**config.mk**
```make
export PLATFORM = sky130hd
export DESIGN_NAME = ps2_key_decoder
export DESIGN_NICKNAME = d
export VERILOG_FILES = /design/src/rtl/ps2_key_decoder.sv
export SDC_FILE = /design/constraint.sdc
export NUM_CORES = 1
export LEC_CHECK = 0
export ABC_CLOCK_PERIOD_IN_PS = 3400
export CAP_MARGIN = 10
export CORE_ASPECT_RATIO = 0.8
export CORE_MARGIN = 2
export CORE_UTILIZATION = 35
export DETAILED_ROUTE_END_ITERATION = 12
export SLEW_MARGIN = 30
export SYNTH_ARGS = -nofsm -noshare
export SYNTH_HDL_FRONTEND = slang
export SYNTH_SLANG_ARGS = --single-unit
```
**constraint.sdc**
```tcl
create_clock -name clk -period 3.4 [get_ports clk]
set_clock_uncertainty 0.05 [all_clocks]
set_input_delay 0.51 -clock clk [delete_from_list [all_inputs] [get_ports clk]]
set_output_delay 0.51 -clock clk [all_outputs]
set_load 0.01 [all_outputs]
```
**src/rtl/ps2_key_decoder.sv**
```systemverilog
// ps2_key_decoder: turns the raw PS/2 keyboard serial stream into an 11-bit key event word.
//   clk       in   system clock
//   reset     in   asynchronous active-high reset
//   ps2_clk   in   raw keyboard clock pin (asynchronous)
//   ps2_data  in   raw keyboard data pin (asynchronous)
//   ps2_key   out  {toggle, pressed, extended, scan code}; a new event flips bit 10
//   key_stb   out  one-cycle pulse when ps2_key updates
//   frame_err out  one-cycle pulse when a frame is rejected (framing/parity/timeout)
//   busy      out  high while a frame is being shifted in
module ps2_key_decoder #(
    parameter int FILTER_LEN  = 8,
    parameter int TIMEOUT_CYC = 50000
) (
    input  logic        clk,
    input  logic        reset,
    input  logic        ps2_clk,
    input  logic        ps2_data,
    output logic [10:0] ps2_key,
    output logic        key_stb,
    output logic        frame_err,
    output logic        busy
);
    localparam int CW = $clog2(FILTER_LEN + 1);
    localparam int TW = $clog2(TIMEOUT_CYC + 1);

    typedef enum logic [1:0] {IDLE, DATA, PARITY, STOP} state_t;

    logic [1:0]    s0, s1, filt;
    logic [CW-1:0] cnt [2];
    logic          clk_d;
    logic          e, d;
    state_t        state;
    logic [2:0]    bit_cnt;
    logic [7:0]    shift;
    logic          par_ok;
    logic [TW-1:0] tmo;
    logic          byte_vld;
    logic          ext, brk;
    logic [2:0]    skip;

    // Index 0 carries the clock pin, index 1 the data pin; both see identical
    // delay so data is already settled when the clock edge is recognised.
    always_ff @(posedge clk or posedge reset) begin
        if (reset) begin
            s0     <= 2'b11;
            s1     <= 2'b11;
            filt   <= 2'b11;
            clk_d  <= 1'b1;
            cnt[0] <= '0;
            cnt[1] <= '0;
        end else begin
            s0    <= {ps2_data, ps2_clk};
            s1    <= s0;
            clk_d <= filt[0];
            for (int i = 0; i < 2; i++) begin
                if (s1[i] == filt[i]) begin
                    cnt[i] <= '0;
                end else if (cnt[i] == CW'(FILTER_LEN - 1)) begin
                    filt[i] <= s1[i];
                    cnt[i]  <= '0;
                end else begin
                    cnt[i] <= cnt[i] + 1'b1;
                end
            end
        end
    end

    assign e    = clk_d & ~filt[0];
    assign d    = filt[1];
    assign busy = state != IDLE;

    always_ff @(posedge clk or posedge reset) begin
        if (reset) begin
            state     <= IDLE;
            bit_cnt   <= '0;
            shift     <= '0;
            par_ok    <= 1'b0;
            tmo       <= '0;
            byte_vld  <= 1'b0;
            frame_err <= 1'b0;
        end else begin
            byte_vld  <= 1'b0;
            frame_err <= 1'b0;
            if (e) begin
                tmo <= '0;
                unique case (state)
                    IDLE: begin
                        if (!d) begin
                            state   <= DATA;
                            bit_cnt <= '0;
                        end else begin
                            frame_err <= 1'b1;
                        end
                    end
                    DATA: begin
                        shift   <= {d, shift[7:1]};
                        bit_cnt <= bit_cnt + 1'b1;
                        if (bit_cnt == 3'd7) state <= PARITY;
                    end
                    // The verdict is deferred to the stop edge so a bad parity
                    // frame still consumes its stop bit and raises one error.
                    PARITY: begin
                        par_ok <= ^{shift, d};
                        state  <= STOP;
                    end
                    STOP: begin
                        state <= IDLE;
                        if (d && par_ok) byte_vld <= 1'b1;
                        else frame_err <= 1'b1;
                    end
                    default: state <= IDLE;
                endcase
            end else if (state != IDLE) begin
                if (tmo == TW'(TIMEOUT_CYC)) begin
                    state     <= IDLE;
                    frame_err <= 1'b1;
                    tmo       <= '0;
                end else begin
                    tmo <= tmo + 1'b1;
                end
            end
        end
    end

    // shift holds the received byte until the next frame's data bits arrive,
    // far later than the cycle byte_vld is consumed.
    always_ff @(posedge clk or posedge reset) begin
        if (reset) begin
            ps2_key <= '0;
            key_stb <= 1'b0;
            ext     <= 1'b0;
            brk     <= 1'b0;
            skip    <= '0;
        end else begin
            key_stb <= 1'b0;
            if (frame_err) begin
                ext  <= 1'b0;
                brk  <= 1'b0;
                skip <= '0;
            end else if (byte_vld) begin
                if (skip != 3'd0) begin
                    skip <= skip - 1'b1;
                end else if (shift == 8'hE0) begin
                    ext <= 1'b1;
                end else if (shift == 8'hF0) begin
                    brk <= 1'b1;
                end else if (shift == 8'hE1) begin
                    skip <= 3'd7;
                    ext  <= 1'b0;
                    brk  <= 1'b0;
                end else begin
                    ps2_key <= {~ps2_key[10], ~brk, ext, shift};
                    key_stb <= 1'b1;
                    ext     <= 1'b0;
                    brk     <= 1'b0;
                end
            end
        end
    end
endmodule
```
[Word level (Yosys, flattened, before mapping)]
Index checks and enable logic that the tools add are counted.
Storage, ports and cells
  register bits after elaboration: 64
  input port bits: 4
  output and inout port bits: 14
  word-level logic and storage cells: 121
Operators by class
  add/subtract/negate cells: 5
  eq/ne operators: 20
  muxes and demuxes: 46
  bitwise gates (word level): 11
  reductions and logical operators: 20
Operators by type and width (count)
  two-way mux 16 bit: 3
  equality test 8 bit (second input constant): 3
  two-way mux 1 bit: 24
  two-way mux 3 bit: 7
  adder 16 x 1 -> 16 bit (second input constant): 1
  equality test 16 bit (second input constant): 1
  two-way mux 4 bit: 4
  != test 3 bit (second input constant): 5
  two-way mux 2 bit: 5
  NOT 1 bit: 10
  nonzero test 2 bit: 5
  AND reduction 3 bit: 3
  parity 9 bit: 1
  adder 4 x 1 -> 4 bit (second input constant): 2
  equality test 4 x 3 -> 1 bit (second input constant): 2
  case mux 2 bit (4 select lines): 1
  AND reduction 2 bit: 4
  AND reduction 4 bit: 2
  != test 2 bit (second input constant): 3
  case mux 3 bit (2 select lines): 1
  AND reduction 6 bit: 1
  nonzero test 3 bit: 2
  equality test 2 bit (second input constant): 2
  adder 3 x 1 -> 3 bit (second input constant): 1
  other kinds (8): 9

[Longest topological paths before layout]
Gate-level depths: netlist (run 1).
  depth in word-level cells: 7
  mapped depth: 8
  mapped depth without buffers: 6

[Least setup slack after synthesis (run 1)]
Ideal clock, no wire load.
  path type: register to register
  start: register state[1]
  end: register tmo[7]
  library setup time: 0.073 ns
  data arrival time: 1.799 ns
  data required time: 3.277 ns
  slack: 1.478 ns
  stages on the path, launching flop included: 9
  path buffers: 2
  clock period less this slack: 1.922 ns
  cells stage by stage: dfrtp_1 > inv_1 > ha_1 > buf_6 > inv_4 > o2111ai_2 > buf_6 > or4_4 > a21oi_2
On the way
  cells in the longest elaborated chain, start to end: 2
Ends and longest elaborated chain
  start: declaration: line 32  | state_t state;
  start signal: assignment: line 74  | state <= IDLE;
  start signal: assignment: line 89  | state <= DATA;
  start signal: assignment: line 98  | if (bit_cnt == 3'd7) state <= PARITY;
  nonzero test 2 bit
  net busy: line 21  | output logic busy
  nonzero test 2 bit (no line)
  end signal: assignment: line 119  | tmo <= tmo + 1'b1;
  end: declaration: line 36  | logic [TW-1:0] tmo;
The timed path passes the listed nets, and every way through them passes these cells.
A chain may end at the register's enable or synchronous reset.

[Worst setup path in the final report (run 1)]
  start: register state[1]
  end: output busy
On the way
  cells in the longest elaborated chain, start to end: 1
Ends and longest elaborated chain
  nonzero test 2 bit: line 70  | assign busy = state != IDLE;
  end: declaration: line 21
Every way passes these cells.

==> flow_metrics.tcl, run 1 <==
set metrics [dict create \
    status "finished, final reports clean" \
    vdd_ir_drop_max_mv 0.397 \
    path_cells "inv_1 > ha_1 > inv_4 > clkdlybuf4s50_1" \
    clockRootBuffer "clkbuf_8" \
    grt_pass1_vias 2089 \
    synthTopCellsByArea "dfrtp_1 46%, dfstp_2 5.9%, ha_1 4.8%" \
    p_per_area_nw_per_um2 601 \
    fillers 814 \
    p_clk_share_pct 27.2 \
    drtPass1Iterations 4 \
    hold_class "reg -> reg" \
    syn-num-nets 292 \
    synth_cell_types 55 \
    wirelength_um 5560 \
    cp_num_buf_inv 3 \
    p_switching_uw 733 \
    postCtsHoldBufs 0 \
    h-tree-depth 3 \
    antenna_found_initial 0 \
    synth_cells 276 \
    end_kind "output pin" \
    finalCriticalPeriod_ps 2440 \
    synth_top_family_by_area "simple AND/OR/NAND/NOR gates" \
    cts_resized 0 \
    cp.arrival_ps 1880 \
    ys.flop_type "dfrtp_1" \
    layout.nets 315 \
    synth_warnings 0 \
    p_int_mw 1.43 \
    finalHoldViolCount 0 \
    dp_hpwl_um 3830 \
    synth_area_um2 3120 \
    die_y_um 88.5 \
    numPortBuffers 17 \
    clock_sinks 64 \
    crit_required_ps 2840 \
    worstSkewPairLatency_ps 330 \
    yosysMostFrequentCell "dfrtp_1" \
    relSlewSlack_pct 52.8 \
    areaGrowthSynthToFinish_pct 15.1 \
    rsz0062_at_grt "false" \
    drt_iter0_drc 73 \
    via_count 2116 \
    cpPeakStageDelay_ps 510 \
    fin_util_pct 42.0 \
    yosys.area_share.simple_pct 15.3 \
    synth_fa_ha_area_share_pct 4.81 \
    synth_common_cells "57 x dfrtp_1, 22 x nand2_1, 19 x a21oi_1" \
    cts.clk_slew.worst_paths_ps 60 \
    synth-edff-count 0 \
    criticalPathCategory "reg -> out" \
    setup-tns-final_ps 0 \
    fin_crit_sh_pct 71.9 \
    route.detailed.drc 0 \
    ctsLongestPathBuffers 2 \
    dieWidth_um 110 \
    numCtsBuffers 9 \
    dieArea_um2 9700 \
    pin_count 18 \
    wire_per_inst_um 13.4 \
    setup_viol 0 \
    cpMaxStageDelayCell "clkdlybuf4s50_1" \
    ys_ff_latch 64 \
    dp.cells 400 \
    synthXorXnorAreaFrac_pct 4.65 \
    synth_top_area_share_pct 45.7 \
    max-cap-violations 0 \
    swShare_pct 33.9 \
    async_flop_share_pct 100 \
    muxShareOfSynthArea_pct 7.49 \
    gp_congestion 0.739 \
    combPwrFrac_pct 25.7 \
    grt_pass1_wl_um 9740 \
    cp-start-kind "register" \
    row_count 30 \
    via_per_inst 5.09 \
    drive_gt1_share_pct 16.1 \
    worst_pin_slew_ps 708 \
    leakage_nw 1.54 \
    cp_top_family "buffers and inverters" \
    track_usage_pct 12.9 \
    final_cells 416 \
    path_max_fanout 9 \
    grt_remaining_overflow 0 \
    seq_area_frac_synth_pct 51.6 \
    syn_avg_cell_area_um2 11.3 \
    hold_slack_ps 310 \
    synth_area_leader_cell "dfrtp_1" \
    initial_core_util_pct 36.5 \
    grt_max_degree 37 \
    antenna_left 0 \
    max_freq_mhz 409 \
    power_frac_seq_pct 47.0 \
    finalPower_mw 2.16 \
    cts_tree "built" \
    core_area_um2 8560 \
    maxSlewViolCount 0 \
    postCtsSetupRepairBufs 0 \
    diodes 0 \
    synth-compound-area-share_pct 12.7 \
]
## cell usage in the layout, fill, tap and decap left out, types with 2 or more instances in the layout
cell | netlist | final
a21oi_1 | 19 | 19
a221o_1 | 2 | 2
a31oi_1 | 4 | 4
and3_1 | 2 | 2
and4b_1 | 2 | 2
clkbuf_8 | 0 | 11
clkdlybuf4s50_1 | 0 | 17
clkinv_2 | 0 | 3
dfrtp_1 | 57 | 57
dfstp_2 | 7 | 7
ha_1 | 12 | 12
inv_1 | 14 | 13
mux2_1 | 2 | 2
mux2_2 | 9 | 9
mux2_4 | 6 | 6
mux2i_1 | 2 | 2
nand2_1 | 22 | 22
nand2b_1 | 2 | 2
nand3_1 | 10 | 10
nand4_1 | 4 | 4
nand4bb_1 | 2 | 2
nor2_1 | 14 | 14
nor2b_1 | 3 | 3
nor3_1 | 7 | 7
nor4b_1 | 2 | 2
o2111ai_1 | 3 | 3
o211ai_1 | 2 | 2
o21a_1 | 2 | 2
o21ai_0 | 9 | 9
o31ai_1 | 6 | 6
or3_1 | 5 | 5
or4_1 | 4 | 4
xnor2_1 | 8 | 8
xor2_1 | 6 | 6
## metrics by stage
step	cell area, um2	worst slack (ps)
6_report	3590	956
5_1_grt	3590	854
4_1_cts	3590	942
3_5_place_dp	3410	1140
3_3_place_gp	3410	1220
2_1_floorplan	3120	1250
## registers in the layout (all words and copies together) (netlist names), 3 cells and up
signal,flops
tmo,16
ps2_key,11
cnt,8
shift,8
bit_cnt,3
skip,3
## power groups by stage
stage	clock network [mW]	logic [mW]	registers [mW]
after floorplan	0	0.461	0.987
after global placement	0	0.547	1.03
after detailed placement	0	0.555	1.03
after CTS	0.613	0.562	1.01
after global routing	0.642	0.629	1.04
final	0.589	0.556	1.02
## metal layers
layer / wire [um] / vias to the layer above / global-route usage [%]
met2: 2390 / 28 / 18.8
li1: - / 1053 / -
met3: 183 / 5 / 3.90
met4: 62 / 0 / 4.49
met1: 2930 / 1030 / 18.2
met5: 0 / - / 0
## cell type report
type                            instances  area (um2)  area share [%]
Multi-Input combinational cell        190        1400            39.1
Clock buffer                           11         151            4.21
Inverter                               15        58.8            1.64
Timing Repair Buffer                   19         198            5.50
Sequential cell                        64        1610            44.8
Tap cell                              112         140            3.90
Clock inverter                          5        31.3           0.870
## cells by family after synthesis
group | Yosys count
muxes | 19
DFF | 64
adders and majority gates | 12
xor gates and xnor gates | 15
buffers and inverters | 22
AOI/OAI and AO/OA | 58
and+or+nand+nor | 86
## final timing paths
| path | start | endpoint | slack, ps | cells after the start |
|---|---|---|---|---|
| worst max register to register | skip[0] | ps2_key[7] | 1150 | 7 |
| max in group asynchronous | reset | clk_d | 2080 | 3 |
| worst min-delay path | s0[1] | s1[1] | 310 | 0 |
| worst min register to register | s0[1] | s1[1] | 310 | 0 |
| min in group asynchronous | reset | tmo[12] | 530 | 2 |
| worst max-delay path | state[1] | busy | 960 | 4 |
(Power assumes the default switching activity.)
==> run 2, diff against run 1 <==
--- a/config.mk
+++ b/config.mk
@@ -5,7 +5,7 @@
 export SDC_FILE = /design/constraint.sdc
 export NUM_CORES = 1
 export LEC_CHECK = 0
-export ABC_CLOCK_PERIOD_IN_PS = 3400
+export ABC_CLOCK_PERIOD_IN_PS = 2240
 export CAP_MARGIN = 10
 export CORE_ASPECT_RATIO = 0.8
 export CORE_MARGIN = 2
==> constraint.sdc (replaced) <==
create_clock -name clk -period 2.24 [get_ports clk]
set_clock_uncertainty 0.05 [all_clocks]
set_input_delay 0.336 -clock clk [delete_from_list [all_inputs] [get_ports clk]]
set_output_delay 0.336 -clock clk [all_outputs]
set_load 0.01 [all_outputs]
==> run 2 against run 1 <==
Against the previous run: wire length rose by 3.6%; die area unchanged; non-clock buffer count rose by 4; sequential share of layout area is 1.7 points lower; sequential power is 51% higher; sequential cell count stayed put; final cell count increased by 0.96%; count of clock-buffer cells in the layout shrank 2; global-route usage rose by 0.80 points; via count is 3.1% higher; largest cell class unchanged.
==> flow_metrics.tcl, run 2 (synthesis gave the netlist of run 1 again) <==
set metrics [dict create \
    cts_tree "built" \
    antenna_left 0 \
    clock_sinks 64 \
    antenna_found_initial 0 \
    vdd_ir_drop_max_mv 0.629 \
    largestRegisters "tmo (16), ps2_key (11)" \
    gp_congestion 0.742 \
    postCtsSetupRepairBufs 0 \
    final_common_cell "dfrtp_1" \
    wirelength_um 5760 \
    mostFrequentLayoutCells "57 x dfrtp_1, 22 x nand2_1, 19 x a21oi_1" \
    worst_pin_slew_ps 575 \
    dp_hpwl_um 3900 \
    grt_pass1_wl_um 10100 \
    cts.clk_slew.worst_paths_ps 80 \
    h-tree-depth 3 \
    core_area_um2 8560 \
    rsz0062_at_grt "false" \
    areaGrowthSynthToFinish_pct 19.5 \
    path_max_fanout 9 \
    setup_viol 0 \
    seqCellArea_um2 1610 \
    crit_required_ps 1850 \
    p_per_area_nw_per_um2 1030 \
    grtUsageMet1_pct 19.0 \
    numPortBuffers 17 \
    setup-tns-final_ps 0 \
    leakage_nw 1.61 \
    clockRootBuffer "clkbuf_8" \
    diodes 0 \
    maxSlewViolCount 0 \
    die_y_um 88.5 \
    drive_gt1_share_pct 17.2 \
    drt_iter0_drc 93 \
    via_count 2181 \
    max-cap-violations 0 \
    wire_per_inst_um 13.7 \
    top_register "tmo" \
    end_kind "output pin" \
    dieWidth_um 110 \
    max_freq_mhz 463 \
    pin_count 18 \
    row_count 30 \
    largest_reg_flops 16 \
    ctsLongestPathBuffers 2 \
    grt_max_degree 51 \
    reg2reg_depth 6 \
    worstSkewPairLatency_ps 340 \
    status "finished, final reports clean" \
    cts_resized 0 \
    finalCriticalPeriod_ps 2160 \
    setup_ws_ps 78.0 \
    busiest_layer "met2" \
    postCtsHoldBufs 0 \
    multi_input_area_um2 1400 \
    grt_pass1_vias 2092 \
    fillers 813 \
    drtPass1Iterations 4 \
    fin_crit_sh_pct 96.5 \
    numCtsBuffers 9 \
    initial_core_util_pct 36.5 \
    criticalPathCategory "reg -> out" \
    grt_remaining_overflow 0 \
    relSlewSlack_pct 61.5 \
    grt_util_met2_pct 19.2 \
    place_ws_ps 212 \
    layout.nets 319 \
    route.detailed.drc 0 \
    grt_util_met3_pct 5.67 \
    hold_class "in -> async" \
    dieArea_um2 9700 \
    track_usage_pct 13.7 \
    cp.arrival_ps 1780 \
    via_per_inst 5.19 \
    cp-start-kind "register" \
    finalHoldViolCount 0 \
]
[run 2: cell count changes in the layout (fill, tap and decap cells not counted)]
cell	change
bufinv_16	+5
buf_4	+4
clkinv_2	-3
clkbuf_8	-2
clkinv_4	+1
clkinvlp_4	-1
[run 2: worst max-delay path, stage by stage, from the launching register on]
cell and delay, ps:
dfrtp_1 420, inv_1 100, ha_1 240, inv_4 120
clkdlybuf4s50_1 560
[run 2: worst paths after layout]
check,from,to,slack [ps]
worst max-delay path,state[1],busy,80
worst min-delay path,reset,ext,230
worst max register to register,state[1],tmo[15],170
worst min register to register,s0[0],s1[0],300
max in group asynchronous,reset,s0[0],1280
min in group clk,s0[0],s1[0],300
[run 2: per-stage QoR]
| stage | hold WS, ps | util, % | power, mW | cells | instance area [um2] |
|---|---|---|---|---|---|
| floorplan | 290 | - | 2.20 | 276 | 3120 |
| global placement | 297 | 40.2 | 2.44 | 404 | 3440 |
| detailed placement | 298 | 40.2 | 2.45 | 404 | 3440 |
| CTS | 229 | 43.6 | 3.91 | 420 | 3730 |
| global route | 261 | 43.6 | 4.10 | 420 | 3730 |
| finish | 230 | 43.6 | 3.86 | 420 | 3730 |
[run 2: routing by layer]
layer	wire length, um	vias up
met5	0	-
li1	-	1052
met3	329	5
met1	2880	1071
met4	63	0
met2	2490	53
[run 2: cell type report]
type / instances / share of cell area (%)
clock buffer: 9 / 3.32
multi-input combinational: 190 / 37.6
inverter: 15 / 1.58
tap: 112 / 3.75
clock inverter: 7 / 4.49
timing repair buffer: 23 / 6.10
sequential: 64 / 43.1
[run 2: power by group]
group	internal [mW]	switching, mW	total [mW]	leakage (nW)
logic	0.396	0.491	0.886	0.621
registers	1.34	0.198	1.54	0.848
clock network	0.968	0.466	1.43	0.144
total	2.71	1.15	3.86	1.61
==> run 3, diff against run 2 <==
--- a/config.mk
+++ b/config.mk
@@ -6,10 +6,10 @@
 export NUM_CORES = 1
 export LEC_CHECK = 0
 export ABC_CLOCK_PERIOD_IN_PS = 2240
-export CAP_MARGIN = 10
 export CORE_ASPECT_RATIO = 0.8
 export CORE_MARGIN = 2
 export CORE_UTILIZATION = 35
+export CTS_BUF_LIST = sky130_fd_sc_hd__clkbuf_8
 export DETAILED_ROUTE_END_ITERATION = 12
 export SLEW_MARGIN = 30
 export SYNTH_ARGS = -nofsm -noshare
==> results of run 3 <==
No change in the layout: final DEF, timing and power equal those of run 2.
